## src/rtl/mem_arbiter.sv

```systemverilog
// ---------------------------------------------------------------------------
// mem_arbiter
//
// This block arbitrates the single-port main memory between the
// instruction-cache line-fill path (I) and the data-cache access path (D).
// One requester owns the memory at a time. Ties are broken round-robin
// against the previous grant. An I grant runs a LINE_WORDS-beat line fill.
// A D grant runs one read or write beat. If any beat waits TIMEOUT cycles
// for mem_rdy, the transfer is aborted and err is pulsed with the done.
//
// Ports
//   clk, rst            clock; asynchronous active-low reset
//   i_req, i_addr       line-fill request and address (low bits ignored)
//   i_valid, i_data,    one-cycle fill-word strobe, word, and index in line
//   i_beat
//   i_done              one-cycle pulse when the fill finishes or aborts
//   d_req, d_we,        data access request, direction, address and
//   d_addr, d_wdata     write data
//   d_rdata, d_done     read data (valid with d_done); completion pulse
//   mem_req, mem_we,    memory beat request and write enable
//   mem_addr, mem_wdata memory word address and write data
//   mem_rdata, mem_rdy  memory read data; beat completion strobe
//   err                 pulses together with a done when the beat timed out
// ---------------------------------------------------------------------------
module mem_arbiter #(
    parameter int unsigned LINE_WORDS = 4,
    parameter int unsigned TIMEOUT    = 255,
    parameter int unsigned TO_W       = 8
) (
    input  logic                          clk,
    input  logic                          rst,

    input  logic                          i_req,
    input  logic [15:0]                   i_addr,
    output logic                          i_valid,
    output logic [15:0]                   i_data,
    output logic [$clog2(LINE_WORDS)-1:0] i_beat,
    output logic                          i_done,

    input  logic                          d_req,
    input  logic                          d_we,
    input  logic [15:0]                   d_addr,
    input  logic [15:0]                   d_wdata,
    output logic [15:0]                   d_rdata,
    output logic                          d_done,

    output logic                          mem_req,
    output logic                          mem_we,
    output logic [15:0]                   mem_addr,
    output logic [15:0]                   mem_wdata,
    input  logic [15:0]                   mem_rdata,
    input  logic                          mem_rdy,

    output logic                          err
);

    localparam int unsigned BW = $clog2(LINE_WORDS);

    localparam logic [1:0] IDLE  = 2'd0;
    localparam logic [1:0] IFILL = 2'd1;
    localparam logic [1:0] DACC  = 2'd2;
    localparam logic [1:0] DONE  = 2'd3;

    localparam logic [15:0]     LINE_MASK = 16'(LINE_WORDS - 1);
    localparam logic [BW-1:0]   LAST_BEAT = BW'(LINE_WORDS - 1);
    localparam logic [TO_W-1:0] TO_LIMIT  = TO_W'(TIMEOUT);

    logic [1:0]      state;
    logic            last_d;     // previous grant went to D (reset: I)
    logic            cur_d;      // current transfer belongs to D
    logic            aborted;    // current transfer ended on a timeout
    logic [15:0]     lat_addr;   // line base (I) or word address (D)
    logic            lat_we;
    logic [15:0]     lat_wdata;
    logic [BW-1:0]   beat;
    logic [TO_W-1:0] tcnt;
    logic [TO_W-1:0] tcnt_inc;
    logic            pick_d;

    // D wins when alone, or on a tie when I had the previous grant.
    always_comb begin
        pick_d   = d_req && (!i_req || !last_d);
        tcnt_inc = tcnt + TO_W'(1);
    end

    always_ff @(posedge clk or negedge rst) begin
        if (!rst) begin
            state     <= IDLE;
            last_d    <= 1'b0;
            cur_d     <= 1'b0;
            aborted   <= 1'b0;
            lat_addr  <= '0;
            lat_we    <= 1'b0;
            lat_wdata <= '0;
            beat      <= '0;
            tcnt      <= '0;
            i_valid   <= 1'b0;
            i_data    <= '0;
            i_beat    <= '0;
            d_rdata   <= '0;
        end else begin
            i_valid <= 1'b0;
            case (state)
                IDLE: begin
                    if (i_req || d_req) begin
                        cur_d   <= pick_d;
                        last_d  <= pick_d;
                        tcnt    <= '0;
                        beat    <= '0;
                        aborted <= 1'b0;
                        if (pick_d) begin
                            lat_addr  <= d_addr;
                            lat_we    <= d_we;
                            lat_wdata <= d_wdata;
                            state     <= DACC;
                        end else begin
                            lat_addr  <= i_addr & ~LINE_MASK;
                            lat_we    <= 1'b0;
                            lat_wdata <= '0;
                            state     <= IFILL;
                        end
                    end
                end

                IFILL: begin
                    if (mem_rdy) begin
                        tcnt    <= '0;
                        i_valid <= 1'b1;
                        i_data  <= mem_rdata;
                        i_beat  <= beat;
                        beat    <= beat + BW'(1);
                        if (beat == LAST_BEAT) begin
                            state <= DONE;
                        end
                    end else begin
                        tcnt <= tcnt_inc;
                        if (tcnt_inc == TO_LIMIT) begin
                            aborted <= 1'b1;
                            state   <= DONE;
                        end
                    end
                end

                DACC: begin
                    if (mem_rdy) begin
                        tcnt <= '0;
                        if (!lat_we) begin
                            d_rdata <= mem_rdata;
                        end
                        state <= DONE;
                    end else begin
                        tcnt <= tcnt_inc;
                        if (tcnt_inc == TO_LIMIT) begin
                            aborted <= 1'b1;
                            if (!lat_we) begin
                                d_rdata <= 16'hFFFF;
                            end
                            state <= DONE;
                        end
                    end
                end

                DONE: begin
                    state <= IDLE;
                end

                default: begin
                    state <= IDLE;
                end
            endcase
        end
    end

    // Memory-side and completion outputs decode directly from the state so
    // that an asynchronous reset drops mem_req in the same cycle.
    always_comb begin
        mem_req   = (state == IFILL) || (state == DACC);
        mem_we    = (state == DACC) && lat_we;
        mem_addr  = '0;
        mem_wdata = '0;
        if (state == IFILL) begin
            mem_addr = lat_addr + {{(16 - BW){1'b0}}, beat};
        end else if (state == DACC) begin
            mem_addr  = lat_addr;
            mem_wdata = lat_wdata;
        end
        i_done = (state == DONE) && !cur_d;
        d_done = (state == DONE) && cur_d;
        err    = (state == DONE) && aborted;
    end

endmodule

```

## config.mk

```make
export PLATFORM = sky130hd
export DESIGN_NAME = mem_arbiter
export DESIGN_NICKNAME = d
export VERILOG_FILES = /design/src/rtl/mem_arbiter.sv
export SDC_FILE = /design/constraint.sdc
export NUM_CORES = 1
export LEC_CHECK = 0
export CORE_MARGIN = 10
export CORE_UTILIZATION = 41
export CTS_CLUSTER_SIZE = 20
export DETAILED_ROUTE_END_ITERATION = 10
export GPL_ROUTABILITY_DRIVEN = 0
export MAX_ROUTING_LAYER = met4
export PLACE_DENSITY = 0.75
export SYNTH_ARGS = -nofsm -noshare
export SYNTH_HDL_FRONTEND = slang
export SYNTH_SLANG_ARGS = --single-unit
```

## constraint.sdc

```tcl
create_clock -name clk -period 2.25 [get_ports clk]
set_clock_uncertainty 0.05 [all_clocks]
set_input_delay 0.45 -clock clk [delete_from_list [all_inputs] [get_ports clk]]
set_output_delay 0.45 -clock clk [all_outputs]
set_load 0.005 [all_outputs]
```

==> results.md, run 1 <==
Status:
- The flow ran to the end, but the final reports show violations.
- The final reports fail on negative setup slack.

Logic synthesis:
- During synthesis, Yosys emitted a total of 0 warnings.
- Of the post-synthesis cell area, the part taken by muxes is 11.0%.
- The most used flip-flop cell after synthesis is dfrtp_1.
- After Yosys synthesis, full adders, half adders and majority gates account for 3.47% of the synthesized area.
- By instance count, the leading cell after synthesis is dfrtp_1.
- The combinational family with the most area after synthesis is compound AO/OA/AOI/OAI gates.
- After Yosys synthesis, and, or, nand and nor cells account for 15.1% of the synthesized area.
- The fraction of registers with async set/reset is 100%.
- The synthesized netlist devotes 0.839% of its cell area to XOR and XNOR gates.
- By area the synthesized netlist is led by dfrtp_1 49%, mux2i_1 6.7%, a22o_1 4.4%.
- The commonest cells after synthesis are 82 x dfrtp_1, 47 x nand2_1, 34 x o21ai_0.
- The mean post-synth cell area is 10.3 µm².
- Counting flops and latches in the post-synthesis netlist gives 82.
- The synthesized netlist occupies a cell area of 4180 µm².
- In the synthesized netlist, the number of instances is 407.
- Summing the areas of all compound-gate instances in the mapped netlist gives 17.4% of the synthesized area.
- The number of nets handed over by synthesis was 488.
- Sequential elements use 49.1% of the synthesized area.
- The number of synthesized flops with an enable pin is 0.
- In this run, distinct cell masters in the synthesized netlist total 44.
- The fraction of synthesized cell area taken by the top area cell type is 49.1%.
- The cell taking the most area after synthesis is dfrtp_1.

Worst setup path:
- The most critical setup path has its startpoint at lat_addr[1].
- The element type at the critical path end is an output port.
- The endpoint required time on the critical path is 1750 ps.
- The type of origin of the critical path is a flip-flop.
- The arrival time of data at the critical path endpoint is 2100 ps.
- Setup slack on the worst reg-to-reg path comes out at 90 ps.
- Along the worst path, the maximum fanout reaches 3.
- The number of cells on the worst reg-to-reg path is 10.
- The reg-to-reg critical path startpoint is state[0].
- Following the worst setup path forward leads to its endpoint at mem_addr[15].
- The critical path in this run is classified as reg -> out.
- The endpoint identified for the worst register-to-register timing path is beat[1].

Floorplan:
- The die width is 121 µm.
- The die boundary height is 121 µm.
- The total area inside the core boundary comes to 9860 µm².
- The area of the die is 14600 µm².
- The number of placed I/O pins is 142.
- The floorplan has 36 rows.
- For this configuration, the core starts out at a cell density of 42.4%.

Worst hold path:
- The worst min-delay path category is in -> async.

Clocking:
- After clock tree synthesis, the clock-pin slew on the worst setup and hold paths is 90 ps.
- The clock net in this run drives a total of 82 sinks.
- Counting the buffers created by CTS gives 9.
- The later pin in the worst-skew pair is clocked with a latency of 350 ps.
- The clock passes through at most 2 buffers.
- The root buffer cell is clkbuf_8.
- In this run the number of H-tree levels came out at 3.
- TritonCTS built the clock tree.
- The number of hold-repair buffers added at the cts stage is 0.

Global route:
- The via count of the first global-routing pass was 4199.
- The global-route usage over all layers is 18.0%.
- The total congestion overflow after global routing is 0.
- The number of antenna violations at the first check in global routing is 0.
- The first global-routing pass estimated 20800 µm of wire.
- The pin count of the biggest net entering global routing is 43.

STA:
- The tightest hold margin is 24.0 ps.
- The final-report max-slew violation count was 0.
- The normalized max-slew margin is 59.8%.
- The hold violation total from the final report came to 0.
- The maximum operating frequency is 385 MHz.
- Setup repair after global routing could not meet its margin everywhere.
- The worst-margin pin slew is 602 ps.
- The routed design could run at a clock period as short as 2600 ps.
- In the post-route analysis, the smallest setup slack over all paths is -349 ps.
- The final-report setup violation count is 24.
- The worst path uses 116% of the clock period.

Place:
- The number of cells after detailed placement is 705.
- The HPWL after detailed placement is 9160 µm.
- Buffers placed on the I/O ports in this run total 139.

Finish:
- Of the cells placed in the final design, the portion with a size suffix greater than 1 is 31.6%.
- From synthesis to final layout, the design area changed by 57.6%.
- The antenna diode count is 0.
- The net count of the finished layout is 687.
- Excluding fillers, the count of instances in the completed layout stands at 743.

Pwr:
- The leakage power is 0.00305 µW.
- Across the VDD grid, the largest voltage drop is 589 µV.
- Power spread over the standard cell area amounts to 1190 nW/µm².
- Total power for the finished layout comes to 7850 µW.

Routing:
- Wires add up to 13100 µm.
- For this block, the initial DRC count from the detailed router was 199.
- The count of vias placed by the detailed router is 3870.
- The average vias per placed instance is 5.21.
- After detailed routing, the number of remaining DRC violations is 0.
- The post-route antenna net violation count is 0.
- The routed length per instance is 17.6 µm.
- The count of TritonRoute iterations in the first routing pass is 4.

Run:
- Max-cap violations in this run came to 0.
[registers in the layout, summed over array words and instances (netlist names)]
register and cells:
d_rdata 16, state 2, i_valid 1, aborted 1, cur_d 1, i_beat 2
beat 2, tcnt 8, i_data 16, lat_addr 16, lat_wdata 16, lat_we 1
[per-layer routing]
metal,routed length [µm],up-vias,global-route usage (%)
met5,0,-,-
met4,101,0,4.45
met3,989,8,5.63
met2,6560,110,30.7
met1,5430,1902,20.0
li1,-,1850,-
[area by class of cell]
class,instances,area [µm²]
fillers,752,3280
multi-input cells,294,2210
flip-flops and latches,82,2050
repair buffers,209,1930
well taps,133,166
clock buffers,9,124
clock inverters,6,67.6
inverters,10,40.0
[timing repair]
item                                    4_1_cts  5_1_grt
endpoints found under the setup margin       36       40
cloned                                        1        0
setup buffers                                18       11
pin swaps                                    21       10
resized for setup                           187       40
[worst min-delay path by stage]
stage	to	slack (ps)	from
after floorplan	aborted	100	rst
after global placement	i_beat[1]	420	i_beat[1]
after detailed placement	tcnt[2]	420	rst
after CTS	i_beat[0]	40	rst
after global routing	tcnt[2]	60	rst
final	tcnt[2]	20	rst
[metrics by stage]
step | cell area, µm² | util [%] | setup TNS (ps) | worst slack [ps]
floorplan | 4180 | - | 0 | 11.0
finish | 6580 | 66.7 | -4110 | -349
global placement | 6040 | 61.2 | -5790 | -479
global route | 6580 | 66.7 | -6740 | -480
detailed placement | 6040 | 61.2 | -7820 | -537
CTS | 6420 | 65.1 | -3770 | -295
[report_power, final]
group	internal (µW)	leakage, µW	switching [µW]
Combinational	2400	0.00191	1910
Clock	511	0.0000917	572
Sequential	2070	0.00105	385
[cells by family after synthesis]
| logic type | count (synthesis) |
|---|---|
| buffers and inverters | 31 |
| AND/OR/NAND/NOR | 129 |
| XOR/XNOR | 4 |
| adder cells (fa/ha/maj) | 11 |
| flip-flops | 82 |
| AO/OA/AOI/OAI | 106 |
| multiplexers | 44 |
[cells in the final DEF, fill, tap and decap left out, types with 7 or more instances in the layout]
master and instances:
a21oi_1 7, a21oi_2 10, a22o_1 21, and2_1 10, and2_4 14, buf_2 19, buf_4 50, buf_6 32
clkbuf_8 9, clkdlybuf4s50_1 101, dfrtp_1 82, inv_1 8, mux2_2 16, mux2i_1 28, nand2_1 43, nand3_1 8
nor2_1 23, o21ai_0 29, o22ai_1 16
[worst max-delay path: stages (launching register included)]
cell	delay, ps
dfrtp_1	400
buf_6	120
ha_4	270
a21oi_4	60
nor4b_2	220
buf_4	180
buf_6	110
nand4_1	110
nand3_1	80
o21ai_1	60
buf_2	130
No activity file was read; power rests on OpenSTA's default activity.
==> inputs of run 2 (changes only) <==
--- a/config.mk
+++ b/config.mk
@@ -5,13 +5,14 @@
 export SDC_FILE = /design/constraint.sdc
 export NUM_CORES = 1
 export LEC_CHECK = 0
+export ABC_AREA = 1
 export CORE_MARGIN = 10
-export CORE_UTILIZATION = 41
+export CORE_UTILIZATION = 42
 export CTS_CLUSTER_SIZE = 20
 export DETAILED_ROUTE_END_ITERATION = 10
 export GPL_ROUTABILITY_DRIVEN = 0
 export MAX_ROUTING_LAYER = met4
-export PLACE_DENSITY = 0.75
+export PLACE_DENSITY = 0.76
 export SYNTH_ARGS = -nofsm -noshare
 export SYNTH_HDL_FRONTEND = slang
 export SYNTH_SLANG_ARGS = --single-unit
==> run 2 against run 1 <==
Effect of this change: critical endpoint is now mem_addr[6]; the run still ends with negative setup slack left; combinational power down 5%; power down 0.13%; largest cell class is now sequential cells; largest power group unchanged; critical path type unchanged; clock power up 14%.
==> results.md, run 2 <==
Logic synthesis:
- The post-synthesis share of cell area spent on xor and xnor gates is 0.408% (-0.43 points).
- The cell count after synthesis is 557 (+37%).
- The fraction of registers with async set/reset came to 100% (unchanged).
- After synthesis, the largest family of logic cells by area is simple AND/OR/NAND/NOR gates.
- The flip-flop and latch count after synthesis was 82 (unchanged).
- The portion of the post-synthesis area used by sequential elements came to 47.8% (-1.3 points).
- The multiplexer share of the synthesized area is 0% (-11 points).
- By area the synthesized netlist is led by dfrtp_1 48%, nand2_1 11%, nand3_1 6.1%.
- The complex-gate fraction of the synthesized area is 12.1% (-5.4 points).
- Ranked by instance count, the synthesized netlist is headed by 122 x nand2_1, 82 x dfrtp_1, 69 x inv_1.
- The area share of and/or/nand/nor cells after synthesis is 27.0% (+12 points).
- Among all cell types in the netlist, the one instantiated most often is nand2_1.
- The synthesized area was 4290 µm² (+2.7%).
- The fraction of synthesized cell area taken by the top area cell type is 47.8% (-1.3 points).
- The warning count from the yosys run is 0 (unchanged).
- Summed over all instances, the cell type with the most area after synthesis is dfrtp_1.
- The number of synthesized flops with an enable pin is 0 (unchanged).
- The mean post-synth cell area came to 7.70 µm² (-25%).
- The unique cell type count in the Yosys netlist came to 27 (-39%).
- Among all flip-flop cells after synthesis, the most frequent one is dfrtp_1.
- The area share of fa/ha/maj cells after synthesis is 3.38% (-0.091 points).
- The net count after synthesis is 638 (+31%).

Routing:
- The post-route antenna net violation count was 0 (unchanged).
- The number of design rule violations left after detail routing was 0 (unchanged).
- The count of TritonRoute iterations in the first routing pass is 4 (unchanged).
- The average vias per placed instance is 5.03 (-3.5%).
- The number of DRC markers after the initial detailed-route iteration is 271 (+36%).
- The count of vias placed by the detailed router is 4419 (+14%).
- The routed length per instance came to 15.5 µm (-12%).
- The aggregate routed wire length came to 13600 µm (+4.1%).

Worst hold path:
- The startpoint of the most critical hold path is i_data[11].
- The worst hold path terminates at i_data[11].
- The worst hold path belongs to the class reg -> reg.
- The worst hold path depth is 2.

STA:
- The worst-margin pin slew is 570 ps (-31.5 ps).
- The hold violation total from the final report is 0 (unchanged).
- The final period utilization is 127% (+11 points).
- Setup repair after global routing could not meet its margin everywhere.
- The final-report max-slew violation count is 0 (unchanged).
- The maximum operating frequency is 350 MHz (-9.0%).
- The final-report setup violation count came to 27 (+13%).
- The setup slack of the critical path after layout is -608 ps (-258 ps).
- The tightest hold margin is 445 ps (+421 ps).
- The normalized max-slew margin is 61.9% (+2.1 points).
- The time the worst path needs with I/O delays and setup is 2860 ps (+258 ps).

Global route:
- The total congestion overflow after global routing is 0 (unchanged).
- The via count of the first global-routing pass is 4627 (+10%).
- The global-route wire length before repair is 21800 µm (+4.7%).
- The pin count of the biggest net entering global routing is 54 (+26%).
- The number of antenna violations at the first check in global routing is 0 (unchanged).
- The global-route usage over all layers came to 18.5% (+0.55 points).

Worst setup path:
- The endpoint required time on the critical path was 1750 ps (about the same).
- The arrival time of data at the critical path endpoint is 2360 ps (+260 ps).
- The worst flop-to-flop path endpoint is d_rdata[15].
- The minimum setup slack among reg-to-reg paths was 190 ps (+100 ps).
- The type of origin of the critical path is a flip-flop.
- The critical path is of the reg -> out type.
- The number of cells on the worst reg-to-reg path is 11 (+1).
- The peak fanout along the critical path is 2 (-1).
- The reg-to-reg critical path startpoint is state[0].
- STA classifies the critical path endpoint as an output port.

Finish:
- The most common cell after layout, fill and taps aside is nand2_1.
- The antenna diode count is 0 (unchanged).
- The library cells used most frequently in the layout, excluding fill and tap cells, are 117 x nand2_1, 103 x clkdlybuf4s50_1, 82 x dfrtp_1.
- The synthesis-to-finish area growth is 53.5%.
- The final layout net count is 822 (+20%).
- The proportion of layout cells with a drive suffix above 1 is 23.7% (-7.9 points).

Pwr:
- The leakage power is 0.00309 µW (+1.5%).
- The power density over the cells is 1190 nW/µm² (-0.15%).
- The worst-case vdd ir drop is 533 µV (-9.6%).

Floorplan:
- The effective utilization at floorplan was 43.5% (+1.1 points).
- The die width is 121 µm (+0.10%).
- The area of the die is 14700 µm² (+0.21%).
- The placeable core region is 9860 µm² (unchanged).
- The die boundary height is 121 µm (+0.10%).
- The number of placement rows was 36 (unchanged).
- The number of placed I/O pins came to 142 (unchanged).

Clocking:
- The number of H-tree levels is 3 (unchanged).
- The maximum root-to-sink buffer count was 2 (unchanged).
- The clock slew at the register clock pins of the worst setup and hold paths is 90 ps (about the same).
- The tree is rooted in a clkbuf_8.
- The number of clock sinks came to 82 (unchanged).
- The clock tree from TritonCTS is yes.
- The clock insertion delay at the later pin of the skew report came to 340 ps (about the same).
- The TritonCTS buffer count is 9 (unchanged).

Place:
- The number of buffers added on ports is 139 (unchanged).
- The detailed-placement wirelength estimate is 9780 µm (+6.8%).
- The setup slack at placement came to -600 ps (-62.6 ps).

Status:
- The run finished, with violations left.
- The final reports fail on negative setup slack.

Run:
- The count of maximum capacitance violations is 0 (unchanged).
## run 2: changes by cell type after synthesis, moves of 13 or more
cell,delta
nand3_1,+42
mux2_2,-16
a22o_1,-21
nand2_1,+75
and2_1,-24
mux2i_1,-28
o21ai_1,+31
nor2_1,+27
inv_1,+59
inv_2,+13
nand2_2,+18
## run 2: timing repair
action | in CTS | in global routing
endpoints found under the setup margin | 35 | 39
pin swaps | 15 | 14
gates cloned | 1 | 0
hold buffers | 1 | 0
resized for setup | 140 | 34
buffers inserted | 11 | 6
hold endpoints to repair | 29 | 0
## run 2: kinds of logic after synthesis
kind of cell | count (synthesis)
AO/OA/AOI/OAI | 99
buffers and inverters | 102
XOR/XNOR | 2
adder cells (fa/ha/maj) | 11
AND/OR/NAND/NOR | 261
flip-flops | 82
## run 2: per-layer routing
layer	wire length [µm]	vias to the layer above	GRT usage, %	share of wire (%)
met5	0	-	-	0
met4	386	0	6.26	2.8
met3	779	33	3.44	5.7
met2	6930	161	31.9	51
met1	5530	2082	21.1	41
li1	-	2143	-	-
## run 2: where the power goes
group          switching, µW  internal [µW]
clock network            539            692
registers                391           2120
logic                   2160           1940
## run 2: worst max-delay path by stage
stage,from,end,slack (ps),depth (start not counted)
4_1_cts,beat[0],mem_addr[12],-550,13
2_1_floorplan,beat[0],mem_addr[12],-20,11
3_3_place_gp,lat_addr[0],mem_addr[12],-560,12
3_5_place_dp,lat_addr[0],mem_addr[12],-600,12
6_report,beat[0],mem_addr[6],-610,13
5_1_grt,lat_addr[0],mem_addr[6],-690,13
## run 2: layout make-up
class,instances,area (µm²)
Tap cell,133,166
Timing Repair Buffer,193,1780
Inverter,82,313
Sequential cell,82,2050
Clock buffer,11,151
Clock inverter,5,86.3
Fill cell,742,3280
Multi-Input combinational cell,373,2030
## run 2: through the flow
| stage | setup TNS (ps) | cells | util, % | total power (µW) | instance area [µm²] |
|---|---|---|---|---|---|
| after global routing | -9420 | 879 | 66.7 | 8420 | 6580 |
| after CTS | -5400 | 873 | 65.5 | 7750 | 6460 |
| after detailed placement | -5550 | 844 | 61.3 | 6430 | 6040 |
| after global placement | -4950 | 844 | 61.3 | 6330 | 6040 |
| after floorplan | -19.1 | 557 | - | 4260 | 4290 |
| final | -6460 | 879 | 66.7 | 7840 | 6580 |
## run 2: critical path, stage by stage, from the launching register on
cell and delay, ps:
dfrtp_1 360, ha_2 190, inv_2 40, fa_2 350
inv_2 80, nand2_4 50, nor2_4 140, buf_6 130
buf_6 100, inv_4 30, nor3_4 120, a22oi_1 100
a21oi_1 180, buf_2 150
==> RTL edit 1: new RTL, config.mk and constraints of run 2 <==
Put a register stage on the output `err`, with the module's reset. The value now appears one clock later. The other outputs are not delayed to match.
--- a/src/rtl/mem_arbiter.sv
+++ b/src/rtl/mem_arbiter.sv
@@ -64,6 +64,8 @@
     localparam logic [15:0]     LINE_MASK = 16'(LINE_WORDS - 1);
     localparam logic [BW-1:0]   LAST_BEAT = BW'(LINE_WORDS - 1);
     localparam logic [TO_W-1:0] TO_LIMIT  = TO_W'(TIMEOUT);
+
+    logic err_d;
 
     logic [1:0]      state;
     logic            last_d;     // previous grant went to D (reset: I)
@@ -186,7 +188,15 @@
         end
         i_done = (state == DONE) && !cur_d;
         d_done = (state == DONE) && cur_d;
-        err    = (state == DONE) && aborted;
+        err_d  = (state == DONE) && aborted;
+    end
+
+    always_ff @(posedge clk or negedge rst) begin
+        if (!rst) begin
+            err <= '0;
+        end else begin
+            err <= err_d;
+        end
     end
 
 endmodule
Behaviour: no difference found for any inputs over 10 cycles, from zero or initial values and one cycle with rst low; that may be too few to reach the edited logic, so the function may still have changed.
==> RTL edit 1 against run 2 <==
The run still ends with negative setup slack left; critical endpoint unchanged; cell area grew 1.1%; synthesized area rose by 0.58%; largest power group unchanged; maximum frequency down 3.3%; count of clock-buffer cells in the layout fell by 2; critical path type unchanged; worst setup slack worse by 0.098 ns; synthesized cell count is 0.18% higher; via count is 3.0% higher; sequential cell count is 1 higher; routed wire length is 7.4% higher; power barely moved; combinational power is 4% higher.
==> RTL edit 1: results (changes against run 2) <==
| Metric | Value |
|---|---|
| Syn Nets | `639 (+0.16%)` |
| Crit path DAT | `2.46 ns (+0.10 ns)` |
| CTS root buffer | `clkbuf_8` |
| Distinct cell type count after synthesis | `27 (unchanged)` |
| First-pass DRT Iterations | `5 (+1)` |
| Wl on met1 | `5727 µm (+3.6%)` |
| Flop pwr share | `0.324 (+0.004)` |
| Power share of the clock group | `0.128 (-0.029)` |
| Sum Neg Setup Slack | `-6.038 ns (+0.4199 ns)` |
| Peak supply drop | `0.5247 mV (-1.5%)` |
| Lkg Pwr | `3.166 nW (+2.4%)` |
| Met2 Usage GRT | `0.3133 (-0.005786)` |
| Post-synth ARST share | `1.000 (unchanged)` |
| Slowest stage delay, CP | `0.39 ns (+0.03 ns)` |
| HP Class | `primary input to async pin` |
| H-tree depth reported by CTS | `3 (unchanged)` |
| DR top layer | `met4` |
| Register area share after synthesis | `0.4813 (+0.003025)` |
| DR iter-0 viols | `358 (+32%)` |
| Worst Setup SP | `lat_addr[0]` |
| Fraction of layout instances using a drive strength above 1 | `0.2662 (+0.02896)` |
| Dpl hpwl | `10,040 µm (+2.7%)` |
| Antenna violations before repair | `0 (unchanged)` |
| Synth Warn # | `0 (unchanged)` |
| Status | `complete, but fails checks` |
| Setup Buffers After CTS | `17 (+6)` |
| Commonest cells post-synth | `nand2_1 (122), dfrtp_1 (83), inv_1 (69), nand3_1 (52), nor2_1 (52)` |
| First-pass GRT wire length | `22,460 µm (+3.0%)` |
| GRT Util Overall | `0.1918 (+0.006693)` |
| Final wirelength | `14,630 µm (+7.4%)` |
| # nets final | `831 (+1.1%)` |
| Ys flop type | `dfrtp_1` |
| Crit path max fanout | `2 (unchanged)` |
| Met2 wire len | `7335 µm (+5.9%)` |
| Family with the most delay on the worst path | `adder cells` |
| Failing checks | `negative setup slack` |
| Max clock buf depth | `2 (unchanged)` |
| Sw power | `3.308 mW (+7.0%)` |
| CTS clk-pin slew, worst paths | `0.09 ns (about the same)` |
| FF-to-FF End | `tcnt[5]` |
| Synth top area cells | `dfrtp_1 (48%), nand2_1 (11%), nand3_1 (6.0%)` |
| Largest net degree at the start of global routing | `40 (-26%)` |
| Power, Total | `7.839 mW (about the same)` |
| FF-to-FF Start | `state[0]` |
| Met1 Use GR | `0.2251 (+0.01369)` |
| Metal3 WL | `1059 µm (+36%)` |
| Worst-Skew Late Latency | `0.34 ns (about the same)` |
| Antenna fix cells | `0 (unchanged)` |
| DR vias | `4,553 (+3.0%)` |
| Reg2reg path depth | `9 (-2)` |
| Setup slack, reg-to-reg | `0.13 ns (-0.06 ns)` |
| Met3 usage | `0.04048 (+0.006049)` |
| Crit-path slowest cell | `fa_2` |
| Setup violators final | `14 (-48%)` |
| Setup ws final | `-0.7055 ns (-0.09784 ns)` |
| Cts repair resizes | `152 (+8.6%)` |
| Port Buffer Count | `139 (unchanged)` |
| TritonCTS Buffers | `9 (unchanged)` |
| Rel. slew slack | `0.6208 (+0.001653)` |
| Crit path to | `mem_addr[6]` |
-- RTL edit 1: kinds of logic after synthesis --
group / synth area share
AOI/OAI and AO/OA: 0.1200
adders and majority gates: 0.03363
xor gates and xnor gates: 0.004060
buffers and inverters: 0.09278
and+or+nand+nor: 0.2682
DFF: 0.4813
-- RTL edit 1: area by class of cell --
class	count	area [µm²]
timing repair buffer	201	1792
fill	788	3252
sequential	83	2078
clock inverter	7	57.56
clock buffer	9	123.9
multi-input combinational	373	2127
tap	133	166.4
inverter	82	312.8
-- RTL edit 1: per-stage QoR --
stage                     worst slack, ns  cell area (µm²)  hold slack (ns)  instances
after floorplan                  -0.01909             4315           0.1044        558
after global placement            -0.5521             6076           0.3976        846
after detailed placement          -0.5976             6076           0.4008        846
after CTS                         -0.5688             6489          0.01969        880
after global routing              -0.7970             6658          0.03598        888
final                             -0.7055             6658         0.008818        888
==> RTL edit 2: new RTL, settings of run 2 <==
Without the edit above. Set the parameter `TO_W` to 12 (it was 8).
--- a/src/rtl/mem_arbiter.sv
+++ b/src/rtl/mem_arbiter.sv
@@ -25,7 +25,7 @@
 module mem_arbiter #(
     parameter int unsigned LINE_WORDS = 4,
     parameter int unsigned TIMEOUT    = 255,
-    parameter int unsigned TO_W       = 8
+    parameter int unsigned TO_W       = 12
 ) (
     input  logic                          clk,
     input  logic                          rst,
Function: no difference found for any inputs over 10 cycles, from zero or initial values and one cycle with rst low; that may be too few to reach the edited logic, so the function may still have changed.
==> RTL edit 2 against run 2 <==
Clock power increased by 26%; sequential cell count increased by 4; cell area increased by 9.8%; synthesized cell count increased by 11%; non-clock buffer count increased by 11; routed wire length increased by 18%; synthesized area increased by 12%; hold slack got worse by 0.40 ns; critical path depth unchanged; register-to-register slack got worse by 0.02 ns; power increased by 8.3%; the run still ends with negative setup slack left; worst setup slack got worse by 0.11 ns; die area increased by 9.6%.
==> RTL edit 2: results (changes against run 2) <==
| Metric | Value |
|---|---|
| Status | `complete, but fails checks` |
| Failing checks | `negative setup slack` |
| Largest net degree at the start of global routing | `47 (-13%)` |
| Worst-Skew Late Latency | `0.34 ns (about the same)` |
| First-pass GRT wire length | `24,850 µm (+14%)` |
| # nets final | `889 (+8.2%)` |
| Fill count | `849 (+14%)` |
| Setup violators final | `14 (-48%)` |
| Setup ws final | `-0.7203 ns (-0.1127 ns)` |
| Worst Setup SP | `lat_addr[0]` |
| Synth top area cells | `dfrtp_1 (45%), nand2_1 (10%), o21ai_0 (8.4%)` |
| Antenna violations before repair | `0 (unchanged)` |
| HP Class | `primary input to async pin` |
| Port Buffer Count | `139 (unchanged)` |
| Dpl hpwl | `10,970 µm (+12%)` |
| Crit path max fanout | `3 (+1)` |
| Peak supply drop | `0.6947 mV (+30%)` |
| Synth Warn # | `0 (unchanged)` |
| Final wirelength | `16,020 µm (+18%)` |
| Max clock buf depth | `2 (unchanged)` |
| Antenna fix cells | `0 (unchanged)` |
| Crit path DAT | `2.47 ns (+0.11 ns)` |
| Rel. slew slack | `0.6398 (+0.02068)` |
| FF-to-FF Start | `state[0]` |
| H-tree depth reported by CTS | `3 (unchanged)` |
| Post-synth ARST share | `1.000 (unchanged)` |
| Ys flop type | `dfrtp_1` |
| CTS clk-pin slew, worst paths | `0.07 ns (-0.02 ns)` |
| Number of global-route vias before repair | `4,920 (+6.3%)` |
| TritonCTS Buffers | `9 (unchanged)` |
| Lkg Pwr | `3.542 nW (+15%)` |
| DR vias | `4,994 (+13%)` |
| CTS root buffer | `clkbuf_16` |
| First-pass DRT Iterations | `5 (+1)` |
| Distinct cell type count after synthesis | `32 (+19%)` |
| Syn Nets | `697 (+9.2%)` |
| Register area share after synthesis | `0.4497 (-0.02860)` |
| Fraction of layout instances using a drive strength above 1 | `0.2546 (+0.01735)` |
| Commonest cells post-synth | `nand2_1 (132), inv_1 (93), dfrtp_1 (86), o21ai_0 (80), nand3_1 (57)` |
| Setup slack, reg-to-reg | `0.17 ns (-0.02 ns)` |
| DR iter-0 viols | `480 (+77%)` |
| GRT Util Overall | `0.1920 (+0.006908)` |
| Dpl cell area | `6585 µm² (+9.0%)` |
RTL edit 2: cell count changes after synthesis, moves of 5 or more:
cell            run 2  this run
inv_1              69        93
inv_2              13         3
nand2_1           122       132
nand2_2            18         3
nand3_1            52        57
nand3_2             0        21
nand4_1             2         7
nor2_1             52        47
o21ai_0            44        80
o21ai_1            33         2
o22ai_1            14        20
RTL edit 2: where the power goes:
| group | switching, mW | internal (mW) | leakage, nW |
|---|---|---|---|
| Clock | 0.652 | 0.899 | 0.149 |
| Combinational | 2.34 | 2.02 | 2.30 |
| Sequential | 0.416 | 2.17 | 1.09 |
RTL edit 2: repair_timing:
| item | 4_1_cts | 5_1_grt |
|---|---|---|
| gates resized for setup | 153 | 65 |
| cloned | 1 | 1 |
| setup buffers | 17 | 10 |
| endpoints found under the setup margin | 34 | 48 |
| pin swaps | 21 | 22 |
RTL edit 2: path summary, 6_finish.rpt:
kind | end | depth (start not counted)
min | lat_wdata[6] | 1
min reg2reg | i_data[12] | 2
min in group clk | i_data[12] | 2
max in group asynchronous | lat_addr[8] | 2
max | mem_addr[8] | 13
max reg2reg | lat_addr[9] | 10
RTL edit 2: layer usage:
| metal | share of wire | global-route usage |
|---|---|---|
| met5 | 0 | - |
| met4 | 0.016 | 0.05693 |
| met3 | 0.067 | 0.04956 |
| met2 | 0.50 | 0.3220 |
| met1 | 0.42 | 0.2214 |
RTL edit 2: critical path: stages (launching register included):
cell and delay (ns):
dfrtp_1 0.37, ha_2 0.21, inv_2 0.04, fa_2 0.35, or2_4 0.28, nor2_4 0.11
nand2_2 0.10, nor2_4 0.12, nand2_2 0.09, nor2_4 0.12, buf_4 0.12, nand2_1 0.04
o21ai_1 0.06, buf_2 0.12
RTL edit 2: area by class of cell:
class	count	area [µm²]	share of cell area
multi-input combinational	410	2415	0.3340
sequential	86	2152	0.2976
timing repair buffer	204	1814	0.2509
inverter	97	366.6	0.05070
clock buffer	10	239.0	0.03305
tap	140	175.2	0.02423
clock inverter	6	68.82	0.009517
RTL edit 2: logic make-up after synthesis:
family,Yosys count,synth area share
fa+ha+maj,11,0.03033
compound gates,109,0.1203
mux,1,0.002092
simple gates,288,0.2965
buf+inv,121,0.1012
flops,86,0.4497
RTL edit 2: per-stage QoR:
stage          TNS [ns]  hold slack, ns  std cells  worst slack, ns
5_1_grt          -7.789         0.07509        953          -0.8243
2_1_floorplan   -0.1112          0.1044        616          -0.1057
6_report         -6.253         0.04001        953          -0.7203
3_3_place_gp     -5.228          0.4112        912          -0.6507
3_5_place_dp     -6.222          0.4120        912          -0.7398
4_1_cts          -6.157         0.05266        945          -0.6388
